<file path="src/rtl/mem_bus_arbiter_pkg.sv">
// Shared types and defaults for the instruction/data memory bus arbiter.
// Holds requester ids, the request record and the grant-priority helper.
package mem_bus_arbiter_pkg;

  localparam int ADDR_WIDTH_DEF      = 32;
  localparam int DATA_WIDTH_DEF      = 32;
  localparam int MAX_OUTSTANDING_DEF = 4;
  localparam int STARVE_LIMIT_DEF    = 8;

  typedef enum logic {
    REQ_INST = 1'b0,
    REQ_DATA = 1'b1
  } req_id_e;

  typedef struct packed {
    logic                        wr;
    logic [DATA_WIDTH_DEF/8-1:0] wstrb;
    logic [ADDR_WIDTH_DEF-1:0]   addr;
    logic [DATA_WIDTH_DEF-1:0]   wdata;
  } mem_req_t;

  // Data normally wins; a starved fetch overrides it.
  function automatic req_id_e pick_winner(input logic inst_req,
                                          input logic data_req,
                                          input logic inst_starved);
    req_id_e winner;
    if (data_req && !(inst_req && inst_starved)) begin
      winner = REQ_DATA;
    end else begin
      winner = REQ_INST;
    end
    return winner;
  endfunction

endpackage

</file>
<file path="src/rtl/mem_bus_arbiter_order_fifo.sv">
// Issue-order FIFO of requester ids; its head names the owner of the next
// bus response.
module order_fifo
  import mem_bus_arbiter_pkg::*;
#(
  parameter int DEPTH = MAX_OUTSTANDING_DEF
) (
  input  logic                     clock,
  input  logic                     reset,
  input  logic                     push,
  input  logic                     push_id,
  input  logic                     pop,
  output logic                     head,
  output logic                     full,
  output logic                     empty,
  output logic [$clog2(DEPTH):0]   count
);

  localparam int PTR_W = $clog2(DEPTH);
  localparam int CNT_W = PTR_W + 1;

  req_id_e            mem_r [DEPTH];
  logic [PTR_W-1:0]   wr_ptr_r;
  logic [PTR_W-1:0]   rd_ptr_r;
  logic [CNT_W-1:0]   count_r;
  logic               full_s;
  logic               empty_s;
  logic               push_ok_s;
  logic               pop_ok_s;

  assign full_s    = (count_r == CNT_W'(DEPTH));
  assign empty_s   = (count_r == {CNT_W{1'b0}});
  assign push_ok_s = push & ~full_s;
  assign pop_ok_s  = pop & ~empty_s;

  // Pointer and occupancy tracking.
  always_ff @(posedge clock) begin
    if (reset) begin
      wr_ptr_r <= {PTR_W{1'b0}};
      rd_ptr_r <= {PTR_W{1'b0}};
      count_r  <= {CNT_W{1'b0}};
    end else begin
      if (push_ok_s) begin
        wr_ptr_r <= wr_ptr_r + PTR_W'(1);
      end
      if (pop_ok_s) begin
        rd_ptr_r <= rd_ptr_r + PTR_W'(1);
      end
      case ({push_ok_s, pop_ok_s})
        2'b10:   count_r <= count_r + CNT_W'(1);
        2'b01:   count_r <= count_r - CNT_W'(1);
        default: count_r <= count_r;
      endcase
    end
  end

  // Id storage; contents are don't-care until written.
  always_ff @(posedge clock) begin
    if (push_ok_s) begin
      mem_r[wr_ptr_r] <= req_id_e'(push_id);
    end
  end

  assign head  = mem_r[rd_ptr_r];
  assign full  = full_s;
  assign empty = empty_s;
  assign count = count_r;

endmodule

</file>
<file path="src/rtl/mem_bus_arbiter.sv">
// Shares one SRAM-like bus between instruction fetch and data access,
// routing each in-order response back to the requester that issued it.
module mem_bus_arbiter
  import mem_bus_arbiter_pkg::*;
#(
  parameter int ADDR_WIDTH      = ADDR_WIDTH_DEF,
  parameter int DATA_WIDTH      = DATA_WIDTH_DEF,
  parameter int MAX_OUTSTANDING = MAX_OUTSTANDING_DEF,
  parameter int STARVE_LIMIT    = STARVE_LIMIT_DEF
) (
  input  logic                               clock,
  input  logic                               reset,
  input  logic                               inst_req,
  input  logic [ADDR_WIDTH-1:0]              inst_addr,
  output logic                               inst_addr_ok,
  output logic                               inst_data_ok,
  output logic [DATA_WIDTH-1:0]              inst_rdata,
  input  logic                               data_req,
  input  logic                               data_wr,
  input  logic [DATA_WIDTH/8-1:0]            data_wstrb,
  input  logic [ADDR_WIDTH-1:0]              data_addr,
  input  logic [DATA_WIDTH-1:0]              data_wdata,
  output logic                               data_addr_ok,
  output logic                               data_data_ok,
  output logic [DATA_WIDTH-1:0]              data_rdata,
  output logic                               bus_req,
  output logic                               bus_wr,
  output logic [DATA_WIDTH/8-1:0]            bus_wstrb,
  output logic [ADDR_WIDTH-1:0]              bus_addr,
  output logic [DATA_WIDTH-1:0]              bus_wdata,
  input  logic                               bus_addr_ok,
  input  logic                               bus_data_ok,
  input  logic [DATA_WIDTH-1:0]              bus_rdata,
  output logic [$clog2(MAX_OUTSTANDING):0]   outstanding_count,
  output logic                               protocol_error
);

  localparam int CNT_W    = $clog2(MAX_OUTSTANDING) + 1;
  localparam int STARVE_W = $clog2(STARVE_LIMIT + 1);

  typedef struct packed {
    logic                    wr;
    logic [DATA_WIDTH/8-1:0] wstrb;
    logic [ADDR_WIDTH-1:0]   addr;
    logic [DATA_WIDTH-1:0]   wdata;
  } bus_fields_t;

  logic                lock_r;
  req_id_e             lock_id_r;
  logic [STARVE_W-1:0] starve_r;
  logic                protocol_error_r;

  req_id_e             grant_s;
  bus_fields_t         grant_fields_s;
  logic                bus_req_s;
  logic                accept_s;
  logic                pop_s;
  logic                fifo_full_s;
  logic                fifo_empty_s;
  logic                fifo_head_s;
  logic [CNT_W-1:0]    fifo_count_s;

  assign bus_req_s = ~reset & (inst_req | data_req) & ~fifo_full_s;
  assign accept_s  = bus_req_s & bus_addr_ok;
  assign pop_s     = ~reset & bus_data_ok & ~fifo_empty_s;

  // Grant selection; a held lock keeps the bus stable across a stalled handshake.
  always_comb begin
    grant_s = REQ_INST;
    if (lock_r) begin
      grant_s = lock_id_r;
    end else begin
      grant_s = pick_winner(inst_req, data_req,
                            starve_r == STARVE_W'(STARVE_LIMIT));
    end
  end

  // Downstream field mux; fetches are always plain reads.
  always_comb begin
    grant_fields_s = '0;
    case (grant_s)
      REQ_DATA: begin
        grant_fields_s.wr    = data_wr;
        grant_fields_s.wstrb = data_wstrb;
        grant_fields_s.addr  = data_addr;
        grant_fields_s.wdata = data_wdata;
      end
      REQ_INST: begin
        grant_fields_s.addr  = inst_addr;
      end
      default: grant_fields_s = '0;
    endcase
  end

  // Lock capture on a stalled request, released by the accepting addr_ok.
  always_ff @(posedge clock) begin
    if (reset) begin
      lock_r    <= 1'b0;
      lock_id_r <= REQ_INST;
    end else if (accept_s) begin
      lock_r    <= 1'b0;
      lock_id_r <= lock_id_r;
    end else if (bus_req_s) begin
      lock_r    <= 1'b1;
      lock_id_r <= grant_s;
    end else begin
      lock_r    <= lock_r;
      lock_id_r <= lock_id_r;
    end
  end

  // Count data wins over a waiting fetch; saturate so the override holds.
  always_ff @(posedge clock) begin
    if (reset) begin
      starve_r <= {STARVE_W{1'b0}};
    end else if (accept_s && grant_s == REQ_INST) begin
      starve_r <= {STARVE_W{1'b0}};
    end else if (accept_s && inst_req && starve_r != STARVE_W'(STARVE_LIMIT)) begin
      starve_r <= starve_r + STARVE_W'(1);
    end else begin
      starve_r <= starve_r;
    end
  end

  // Sticky flag for a response nobody asked for.
  always_ff @(posedge clock) begin
    if (reset) begin
      protocol_error_r <= 1'b0;
    end else if (bus_data_ok && fifo_empty_s) begin
      protocol_error_r <= 1'b1;
    end else begin
      protocol_error_r <= protocol_error_r;
    end
  end

  order_fifo #(
    .DEPTH (MAX_OUTSTANDING)
  ) u_order_fifo (
    .clock   (clock),
    .reset   (reset),
    .push    (accept_s),
    .push_id (grant_s),
    .pop     (pop_s),
    .head    (fifo_head_s),
    .full    (fifo_full_s),
    .empty   (fifo_empty_s),
    .count   (fifo_count_s)
  );

  assign bus_req           = bus_req_s;
  assign bus_wr            = grant_fields_s.wr;
  assign bus_wstrb         = grant_fields_s.wstrb;
  assign bus_addr          = grant_fields_s.addr;
  assign bus_wdata         = grant_fields_s.wdata;
  assign inst_addr_ok      = accept_s & (grant_s == REQ_INST);
  assign data_addr_ok      = accept_s & (grant_s == REQ_DATA);
  assign inst_data_ok      = pop_s & (fifo_head_s == REQ_INST);
  assign data_data_ok      = pop_s & (fifo_head_s == REQ_DATA);
  assign inst_rdata        = bus_rdata;
  assign data_rdata        = bus_rdata;
  assign outstanding_count = fifo_count_s;
  assign protocol_error    = protocol_error_r;

endmodule

</file>
<file path="config.mk">
export PLATFORM = sky130hd
export DESIGN_NAME = mem_bus_arbiter
export DESIGN_NICKNAME = d
export VERILOG_FILES = /design/src/rtl/mem_bus_arbiter_pkg.sv /design/src/rtl/mem_bus_arbiter_order_fifo.sv /design/src/rtl/mem_bus_arbiter.sv
export SDC_FILE = /design/constraint.sdc
export NUM_CORES = 1
export LEC_CHECK = 0
export CELL_PAD_IN_SITES_DETAIL_PLACEMENT = 1
export CELL_PAD_IN_SITES_GLOBAL_PLACEMENT = 1
export CORE_AREA = 2 2 117 119
export DETAILED_ROUTE_END_ITERATION = 12
export DIE_AREA = 0 0 119 121
export PLACE_DENSITY_LB_ADDON = 0.1
export SYNTH_ARGS = -nofsm -noshare
export SYNTH_HDL_FRONTEND = slang
export SYNTH_HIERARCHICAL = 1
export SYNTH_SLANG_ARGS = --single-unit
</file>
<file path="constraint.sdc">
create_clock -name clock -period 7.6 [get_ports clock]
set_input_delay 1.14 -clock clock [delete_from_list [all_inputs] [get_ports clock]]
set_output_delay 1.14 -clock clock [all_outputs]
set_load 0.01 [all_outputs]
</file>
==> impl_metrics.yaml, run 1 <==
outcome:
  status: "finished clean"
synth:
  syn_nets: 398
  post_synth_instance_area_sq_um: 2190
  synth.avg_cell_area_sq_um: 8.73
  postSynth.topFlopCell: "sky130_fd_sc_hd__dfxtp_1"
  netlist-cell-type-count: 40
  synthArstFlopShare_pct: 0
  yosysWarningCount: 6
  synth.area.top_cells: "sky130_fd_sc_hd__buf_4, sky130_fd_sc_hd__dfxtp_1, sky130_fd_sc_hd__and2_1, sky130_fd_sc_hd__mux2_2, sky130_fd_sc_hd__mux2_1"
  synth.top_cell.area_share_pct: 22.3
  synth_sequential_area_ratio_pct: 20.1
  synth_cells: 251
  post-synth-top-area-cell: "sky130_fd_sc_hd__buf_4"
  synth_seq_cells: 20
  synth_edf_count: 4
hold_path:
  hold_path_depth: 2
  worstHoldPathType: "register to register"
  hold-path-endpoint: "protocol_error"
  worstHoldStart: "protocol_error"
placed_design:
  dp_hpwl_mm: 8.04
  weighted_congestion_at_the_end_of_routability_driven_global_placement: 0.710
  numPortBuffers: 184
finish:
  final_layout_size_suffix_gt1_share_pct: 8.20
  layout_common_cells: "sky130_fd_sc_hd__clkdlybuf4s50_1, sky130_fd_sc_hd__and2_1, sky130_fd_sc_hd__mux2_2"
  post-route-util_pct: 29.0
  final_common_cell: "sky130_fd_sc_hd__clkdlybuf4s50_1"
  nets: 514
  area_growth_pct: 73.2
clock_tree:
  numCtsBuffers: 3
  tritoncts_num_sinks: 20
  clock_tree_from_tritoncts: "done"
  post_cts_resized: 0
  post_cts_buffers: 0
  clk_pin_slew_worst_paths_ns: 0.06
  cts_hold_buf: 0
  ctsRootBufferMaster: "sky130_fd_sc_hd__clkbuf_16"
  clock_tree.htree_level_count: 1
  insertion_delay_ns: 0.25
  clockBufferDepth: 2
critical_path:
  crit_family: "buffers and inverters"
  worst_ep_required_time_ns: 6.46
  combined_buffer_and_inverter_count_along_the_critical_path: 3
  worst_path_max_delay_cell: "sky130_fd_sc_hd__a22oi_2"
  critical_path.endpoint_type: "output port"
  start_kind: "primary input"
  cp_max_fo: 25
  most_frequent_cell_on_the_critical_path: "sky130_fd_sc_hd__clkdlybuf4s50_1"
  reg2reg_slack_ns: 4.80
  critical_path.cell_chain: "clkdlybuf4s50_1, nand4b_1, a22oi_2, buf_4, mux2_2, clkdlybuf4s50_1"
  crit_arrival_ns: 3.83
  worstReg2RegEnd: "u_order_fifo/count[2]"
  critPathMaxStageDelay_ns: 0.68
  r2r_cells: 12
  critical_path_class: "primary input to output port"
  r2r-start: "u_order_fifo/count[0]"
power:
  power.static_leakage_nw: 1.36
  worst_ir_drop_vdd_uv: 47.8
  total_power_w: 0.000423
  power.density_cell_area_nw_per_um2: 111
die:
  io_pins: 281
  die_h_microns: 121
  initial_utilization_pct: 16.8
  dieWidth_microns: 119
  placementRows: 42
  core_area_sq_um: 13100
  design.die.area_sq_um: 14400
route:
  first_drt_iteration_drcs: 50
  firstDrtPassIters: 3
  wl_per_cell_microns: 17.4
  post_drt_via_cell_ratio: 3.81
  final_antenna_net_count: 0
  drt-total-wl_mm: 9.44
  drc_errors: 0
  via_count: 2067
sta:
  report.final.hold_viol_count: 0
  tightestPinTransition_ns: 0.869
  timing.setup.tns_ns: 0
  finalWorstPathRequiredPeriod_ns: 4.97
  post-route-period-util_pct: 65.4
  report.final.slew_viol_count: 0
  timing.final.setup_violations: 0
  max_freq_mhz: 201
  finalClockSkew_ns: 0.00273
  rsz_0062_raised_after_global_routing: "false"
  slew_headroom_pct: 42.1
global_route:
  tot_gr_track_use_pct: 12.7
  global_route.overflow_total: 0
  first_pass_grt_wire_length_mm: 13.9
  grt_pass1_vias: 2132
  grt_max_degree: 43
  initial_antenna_violation_count: 1
run:
  timing.max_cap.violations: 0
-- registers in the layout, indices dropped and copies added (netlist names), named ones only --
signal and cells:
u_order_fifo/wr_ptr_r 2, protocol_error 1, u_order_fifo/rd_ptr_r 2, lock_r 1, u_order_fifo/count 3, lock_id_r 1, starve_r 4, u_order_fifo/mem_r 4
-- cell usage after synthesis (all sizes together) (2+ instances only) --
master and instances:
buf 73, and2 45, mux2 32, dfxtp 16
inv 13, a21oi 8, nor2 8, o21ai 8
ha 7, or3 5, a221oi 4, edfxtp 4
xor2 3, clkbuf 2, nand3 2, nand3b 2
nor2b 2, nor3 2, nor3b 2
-- metrics by stage --
step,hold slack (ns),setup slack (ns),cell area [sq um],instances
final,0.471,2.63,3800,543
after global routing,0.498,2.39,3800,543
after CTS,0.477,2.56,3790,542
after detailed placement,0.460,2.56,3720,538
after global placement,0.451,2.58,3720,538
after floorplan,0.459,4.32,2190,251
-- layer usage --
metal	part of all wire, %	vias up	track usage, %
met5	0	-	0
met4	0.65	0	3.35
met3	9.8	7	4.79
met2	53	110	23.6
met1	36	951	13.3
li1	-	999	-
-- worst register-to-register path, cell delays in order (launching register included) --
cell,delay (ns)
sky130_fd_sc_hd__dfxtp_1,0.45
sky130_fd_sc_hd__nor3b_2,0.10
sky130_fd_sc_hd__nor2_1,0.23
sky130_fd_sc_hd__and3_1,0.49
sky130_fd_sc_hd__inv_1,0.15
sky130_fd_sc_hd__nor2_1,0.24
sky130_fd_sc_hd__inv_1,0.07
sky130_fd_sc_hd__ha_1,0.22
sky130_fd_sc_hd__inv_1,0.07
sky130_fd_sc_hd__fa_1,0.17
sky130_fd_sc_hd__xor2_1,0.07
sky130_fd_sc_hd__or3_1,0.30
sky130_fd_sc_hd__a21oi_1,0.14
-- power by group --
| group | internal [W] | leakage [nW] | switching (W) | total, W |
|---|---|---|---|---|
| Combinational | 0.000127 | 1.16 | 0.0000699 | 0.000197 |
| Sequential | 0.000112 | 0.166 | 0.00000326 | 0.000115 |
| Clock | 0.0000702 | 0.0385 | 0.0000410 | 0.000111 |
| Total | 0.000309 | 1.36 | 0.000114 | 0.000423 |
-- worst max path at each step --
stage | startpoint | to | cells past startpoint
6_report | inst_req | bus_addr[11] | 6
5_1_grt | inst_req | bus_wdata[25] | 6
4_1_cts | inst_req | bus_addr[22] | 6
3_5_place_dp | inst_req | bus_addr[22] | 6
3_3_place_gp | inst_req | bus_addr[22] | 6
2_1_floorplan | data_req | bus_addr[17] | 5
-- cell type report --
cell class                 instances  area [sq um]
fill                            1501          9290
clock inverter                     1          3.75
clock buffer                       3          75.1
antenna                            1          2.50
sequential                        20           440
multi-input combinational        143          1150
inverter                          13          48.8
tap                              176           220
timing repair buffer             186          1860
-- cells by family after synthesis --
| group | Yosys count | synth area share (%) |
|---|---|---|
| xor gates and xnor gates | 3 | 1.20 |
| and+or+nand+nor | 75 | 21.5 |
| muxes | 33 | 17.5 |
| adders and majority gates | 8 | 4.91 |
| buffers and inverters | 88 | 27.5 |
| DFF | 20 | 20.1 |
| AOI/OAI and AO/OA | 24 | 7.42 |
(Power assumes the default switching activity.)
==> inputs of run 2 (changes only) <==
--- a/config.mk
+++ b/config.mk
@@ -7,9 +7,9 @@
 export LEC_CHECK = 0
 export CELL_PAD_IN_SITES_DETAIL_PLACEMENT = 1
 export CELL_PAD_IN_SITES_GLOBAL_PLACEMENT = 1
-export CORE_AREA = 2 2 117 119
+export CORE_AREA = 2 2 121 123
 export DETAILED_ROUTE_END_ITERATION = 12
-export DIE_AREA = 0 0 119 121
+export DIE_AREA = 0 0 123 125
 export PLACE_DENSITY_LB_ADDON = 0.1
 export SYNTH_ARGS = -nofsm -noshare
 export SYNTH_HDL_FRONTEND = slang
==> constraint.sdc (replaced) <==
create_clock -name clock -period 4.75 [get_ports clock]
set_input_delay 0.7125 -clock clock [delete_from_list [all_inputs] [get_ports clock]]
set_output_delay 0.7125 -clock clock [all_outputs]
set_load 0.01 [all_outputs]
==> run 2 against run 1 <==
Non-clock buffer count is 1 higher. Die area is 6.8% higher. Clock-buffer cell count stayed put. Global-route usage is 2.0 points lower. Worst hold slack better by 0.013 ns. Clock power is 58% higher. Worst setup slack worse by 1.5 ns. Clock skew is 0.0015 ns higher. Combinational power is 60% higher. Highest routed layer unchanged.
==> impl_metrics.yaml, run 2 (synthesized netlist as in run 1, its figures left out) <==
sta:
  fin_worst_hold_slack_ns: 0.484
  finalClockSkew_ns: 0.00426
  slew_headroom_pct: 63.5
  tightestPinTransition_ns: 0.547
  finalWorstPathRequiredPeriod_ns: 3.62
  report.final.slew_viol_count: 0
  report.final.hold_viol_count: 0
  post-route-period-util_pct: 76.2
  timing.final.setup_violations: 0
  timing.setup.tns_ns: 0
  max_freq_mhz: 276
  rsz_0062_raised_after_global_routing: "false"
finish:
  final_layout_size_suffix_gt1_share_pct: 8.45
  nets: 515
  multi_input_area_sq_um: 1150
  layout_common_cells: "sky130_fd_sc_hd__clkdlybuf4s50_1, sky130_fd_sc_hd__and2_1, sky130_fd_sc_hd__mux2_2"
  diodes: 0
  fillCellCount: 1661
  area_growth_pct: 73.9
  post-route-util_pct: 26.8
  seq_cell_area_sq_um: 440
  final_common_cell: "sky130_fd_sc_hd__clkdlybuf4s50_1"
global_route:
  initial_antenna_violation_count: 0
  first_pass_grt_wire_length_mm: 12.6
  tot_gr_track_use_pct: 10.6
  grt_max_degree: 43
  global_route.overflow_total: 0
  grt_pass1_vias: 2190
placed_design:
  dp_hpwl_mm: 7.21
  numPortBuffers: 184
  weighted_congestion_at_the_end_of_routability_driven_global_placement: 0.701
critical_path:
  most_frequent_cell_on_the_critical_path: "sky130_fd_sc_hd__clkdlybuf4s50_1"
  crit_arrival_ns: 2.90
  critical_path.cell_chain: "clkdlybuf4s50_1, nand4b_1, a22oi_2, buf_4, inv_2, and2_1, clkdlybuf4s50_1"
  worst_ep_required_time_ns: 4.04
  cp_max_fo: 42
  start_kind: "primary input"
  critical_path_class: "primary input to output port"
  critical_path.endpoint_type: "output port"
  r2r_cells: 12
  critPathMaxStageDelay_ns: 0.53
  worst_path_max_delay_cell: "sky130_fd_sc_hd__clkdlybuf4s50_1"
power:
  total_power_w: 0.000674
  power.density_cell_area_nw_per_um2: 177
  worst_ir_drop_vdd_uv: 83.7
  power.static_leakage_nw: 1.37
route:
  drt-total-wl_mm: 8.63
  final_antenna_net_count: 0
  drc_errors: 0
  post_drt_via_cell_ratio: 3.79
  via_count: 2086
  firstDrtPassIters: 3
  wl_per_cell_microns: 15.7
  first_drt_iteration_drcs: 41
die:
  die_h_microns: 125
  initial_utilization_pct: 15.4
  placementRows: 44
  io_pins: 281
  core_area_sq_um: 14200
  dieWidth_microns: 123
  design.die.area_sq_um: 15400
hold_path:
  worstHoldPathType: "register to register"
  hold_path_depth: 2
run:
  timing.max_cap.violations: 0
clock_tree:
  tritoncts_num_sinks: 20
  clockBufferDepth: 2
  numCtsBuffers: 3
  post_cts_resized: 0
  clock_tree.htree_level_count: 1
  post_cts_buffers: 0
  insertion_delay_ns: 0.25
  clock_tree_from_tritoncts: "done"
  cts_hold_buf: 0
  ctsRootBufferMaster: "sky130_fd_sc_hd__clkbuf_16"
  clk_pin_slew_worst_paths_ns: 0.05
outcome:
  status: "finished clean"
==> run 2: cell types whose count changed in the layout (fill, tap and decap cells not counted), sizes merged <==
cell	before	now
buf	2	3
diode	1	0
==> run 2: worst max-delay path, delay by kind of cell <==
kind / cells / cell delay [ns]
buffers and inverters: 4 / 1.61
and+or+nand+nor: 2 / 0.40
AOI/OAI and AO/OA: 1 / 0.16
==> run 2: final timing paths <==
check / from / to / slack [ns]
max: inst_req / bus_wdata[31] / 1.13
min: protocol_error / protocol_error / 0.48
max reg2reg: u_order_fifo/count[2] / u_order_fifo/count[2] / 1.67
min reg2reg: protocol_error / protocol_error / 0.48
==> run 2: cell type report <==
| cell class | count | share of cell area [%] |
|---|---|---|
| Tap cell | 184 | 6.04 |
| Inverter | 13 | 1.28 |
| Sequential cell | 20 | 11.6 |
| Timing Repair Buffer | 187 | 48.9 |
| Clock inverter | 1 | 0.0985 |
| Clock buffer | 3 | 1.97 |
| Multi-Input combinational cell | 143 | 30.2 |
==> run 2: routing by layer <==
layer | vias to the layer above | wire length (microns) | GRT usage [%]
met2 | 126 | 4290 | 19.7
met1 | 948 | 3040 | 11.3
li1 | 998 | - | -
met5 | - | 0 | 0
met4 | 0 | 101 | 2.41
met3 | 14 | 1200 | 4.01
==> run 2: power by group <==
group | leakage, nW | internal (W) | switching [W]
clock | 0.0385 | 0.000112 | 0.0000626
combinational | 1.16 | 0.000205 | 0.000110
sequential | 0.166 | 0.000179 | 0.00000552
==> run 2: stage by stage <==
step	cells	instance area [sq um]	setup WS, ns
after floorplan	251	2190	2.02
after global placement	547	3730	1.14
after detailed placement	547	3730	1.10
after CTS	551	3810	1.09
after global routing	551	3810	0.907
final	551	3810	1.13
==> inputs of run 3 (changes only) <==
--- a/config.mk
+++ b/config.mk
@@ -7,9 +7,9 @@
 export LEC_CHECK = 0
 export CELL_PAD_IN_SITES_DETAIL_PLACEMENT = 1
 export CELL_PAD_IN_SITES_GLOBAL_PLACEMENT = 1
-export CORE_AREA = 2 2 121 123
+export CORE_AREA = 2 2 129 131
 export DETAILED_ROUTE_END_ITERATION = 12
-export DIE_AREA = 0 0 123 125
+export DIE_AREA = 0 0 131 133
 export PLACE_DENSITY_LB_ADDON = 0.1
 export SYNTH_ARGS = -nofsm -noshare
 export SYNTH_HDL_FRONTEND = slang
==> constraint.sdc (replaced) <==
create_clock -name clock -period 3.1 [get_ports clock]
set_input_delay 0.465 -clock clock [delete_from_list [all_inputs] [get_ports clock]]
set_output_delay 0.465 -clock clock [all_outputs]
set_load 0.01 [all_outputs]
==> run 3 against run 2 <==
Final cell count increased by 8.0%. Core utilization fell by 2.3 points. Highest routed layer unchanged. Combinational power up 60%.
==> impl_metrics.yaml, run 3 (synthesized netlist as in run 1, its figures left out) <==
sta:
  finalClockSkew_ns: 0.000690
  max_freq_mhz: 335
  timing.final.setup_violations: 0
  post-route-period-util_pct: 96.3
  finalWorstPathRequiredPeriod_ns: 2.99
  report.final.hold_viol_count: 0
  slew_headroom_pct: 65.3
  rsz_0062_raised_after_global_routing: "false"
  worst_slack_ns: 0.114
  tightestPinTransition_ns: 0.514
  timing.setup.tns_ns: 0
  report.final.slew_viol_count: 0
critical_path:
  start_kind: "primary input"
  critical_path_class: "primary input to output port"
  r2r_cells: 12
  crit_arrival_ns: 2.52
  worst_ep_required_time_ns: 2.63
  critical_path.endpoint_type: "output port"
  cp_max_fo: 14
global_route:
  global_route.overflow_total: 0
  first_pass_grt_wire_length_mm: 13.4
  tot_gr_track_use_pct: 10.4
  grt_max_degree: 43
  initial_antenna_violation_count: 0
  grt_pass1_vias: 2119
outcome:
  status: "finished clean"
finish:
  fillCellCount: 1862
  layout_common_cells: "sky130_fd_sc_hd__clkdlybuf4s50_1, sky130_fd_sc_hd__and2_1, sky130_fd_sc_hd__mux2_2"
  post-route-util_pct: 24.6
  diodes: 0
  seq_cell_area_sq_um: 440
  area_growth_pct: 81.3
  final_layout_size_suffix_gt1_share_pct: 10.7
  layoutNonFillerInstCount: 595
  final_common_cell: "sky130_fd_sc_hd__clkdlybuf4s50_1"
  nets: 523
  multi_input_area_sq_um: 1150
clock_tree:
  clk_pin_slew_worst_paths_ns: 0.06
  insertion_delay_ns: 0.25
  tritoncts_num_sinks: 20
  ctsRootBufferMaster: "sky130_fd_sc_hd__clkbuf_16"
  clockBufferDepth: 2
  clock_tree_from_tritoncts: "done"
  clock_tree.htree_level_count: 1
  numCtsBuffers: 3
route:
  drc_errors: 0
  firstDrtPassIters: 3
  first_drt_iteration_drcs: 37
  final_antenna_net_count: 0
  via_count: 2106
  wl_per_cell_microns: 16.5
  post_drt_via_cell_ratio: 3.54
  drt-total-wl_mm: 9.83
placed_design:
  weighted_congestion_at_the_end_of_routability_driven_global_placement: 0.710
  numPortBuffers: 184
  placement.setup.worst_slack_ns: -0.0226
  numPlacedInstances: 589
  dp_hpwl_mm: 8.26
run:
  timing.max_cap.violations: 0
die:
  io_pins: 281
  core_area_sq_um: 16200
  die_h_microns: 133
  dieWidth_microns: 131
  initial_utilization_pct: 13.6
  placementRows: 47
  design.die.area_sq_um: 17400
power:
  power.density_cell_area_nw_per_um2: 288
  worst_ir_drop_vdd_uv: 231
  total_power_w: 0.00114
  power.static_leakage_nw: 1.44
hold_path:
  worstHoldPathType: "register to register"
  hold_path_depth: 2
==> run 3: critical path, cell delays in order <==
cell	delay, ns
sky130_fd_sc_hd__clkdlybuf4s50_1	0.52
sky130_fd_sc_hd__nand4b_1	0.14
sky130_fd_sc_hd__a22oi_2	0.16
sky130_fd_sc_hd__buf_4	0.20
sky130_fd_sc_hd__clkbuf_16	0.20
sky130_fd_sc_hd__mux2_1	0.33
sky130_fd_sc_hd__clkdlybuf4s50_1	0.50
==> run 3: layout make-up <==
type / count / share of cell area (%)
well taps: 220 / 6.92
clock buffers: 3 / 1.89
flip-flops and latches: 20 / 11.1
multi-input cells: 143 / 28.9
repair buffers: 195 / 49.1
clock inverters: 1 / 0.755
inverters: 13 / 1.29
==> run 3: power by group <==
group	total, W	internal [W]	switching (W)	leakage (nW)
clock	0.000358	0.000256	0.000102	0.0511
combinational	0.000503	0.000327	0.000176	1.22
sequential	0.000282	0.000274	0.00000837	0.166
==> run 3: timing repair <==
| action | 4_1_cts | 5_1_grt |
|---|---|---|
| pin swaps | 1 | 0 |
| hold buffers | 0 | 0 |
| endpoints found under the setup margin | 5 | 3 |
| gates cloned | 0 | 1 |
| buffers inserted | 1 | 0 |
| gates resized for setup | 2 | 0 |
==> run 3: metal layers <==
metal / up-vias / part of all wire, % / track usage (%)
li1: 1021 / - / -
met1: 978 / 35 / 11.0
met2: 97 / 54 / 20.1
met3: 10 / 10 / 3.32
met4: 0 / 0.73 / 1.48
met5: - / 0 / 0
==> run 3: metrics by stage <==
stage,instance area (sq um),hold slack (ns)
final,3980,0.487
after floorplan,2190,0.459
after global routing,3980,0.520
after CTS,3950,0.492
after detailed placement,3840,0.477
after global placement,3840,0.451
==> run 3: worst paths after layout <==
check                                            from                    end  slack, ns
worst max-delay path                         inst_req           bus_addr[25]       0.11
worst min register to register         protocol_error         protocol_error       0.49
worst max register to register  u_order_fifo/count[2]  u_order_fifo/count[2]       0.52
worst min-delay path                   protocol_error         protocol_error       0.49
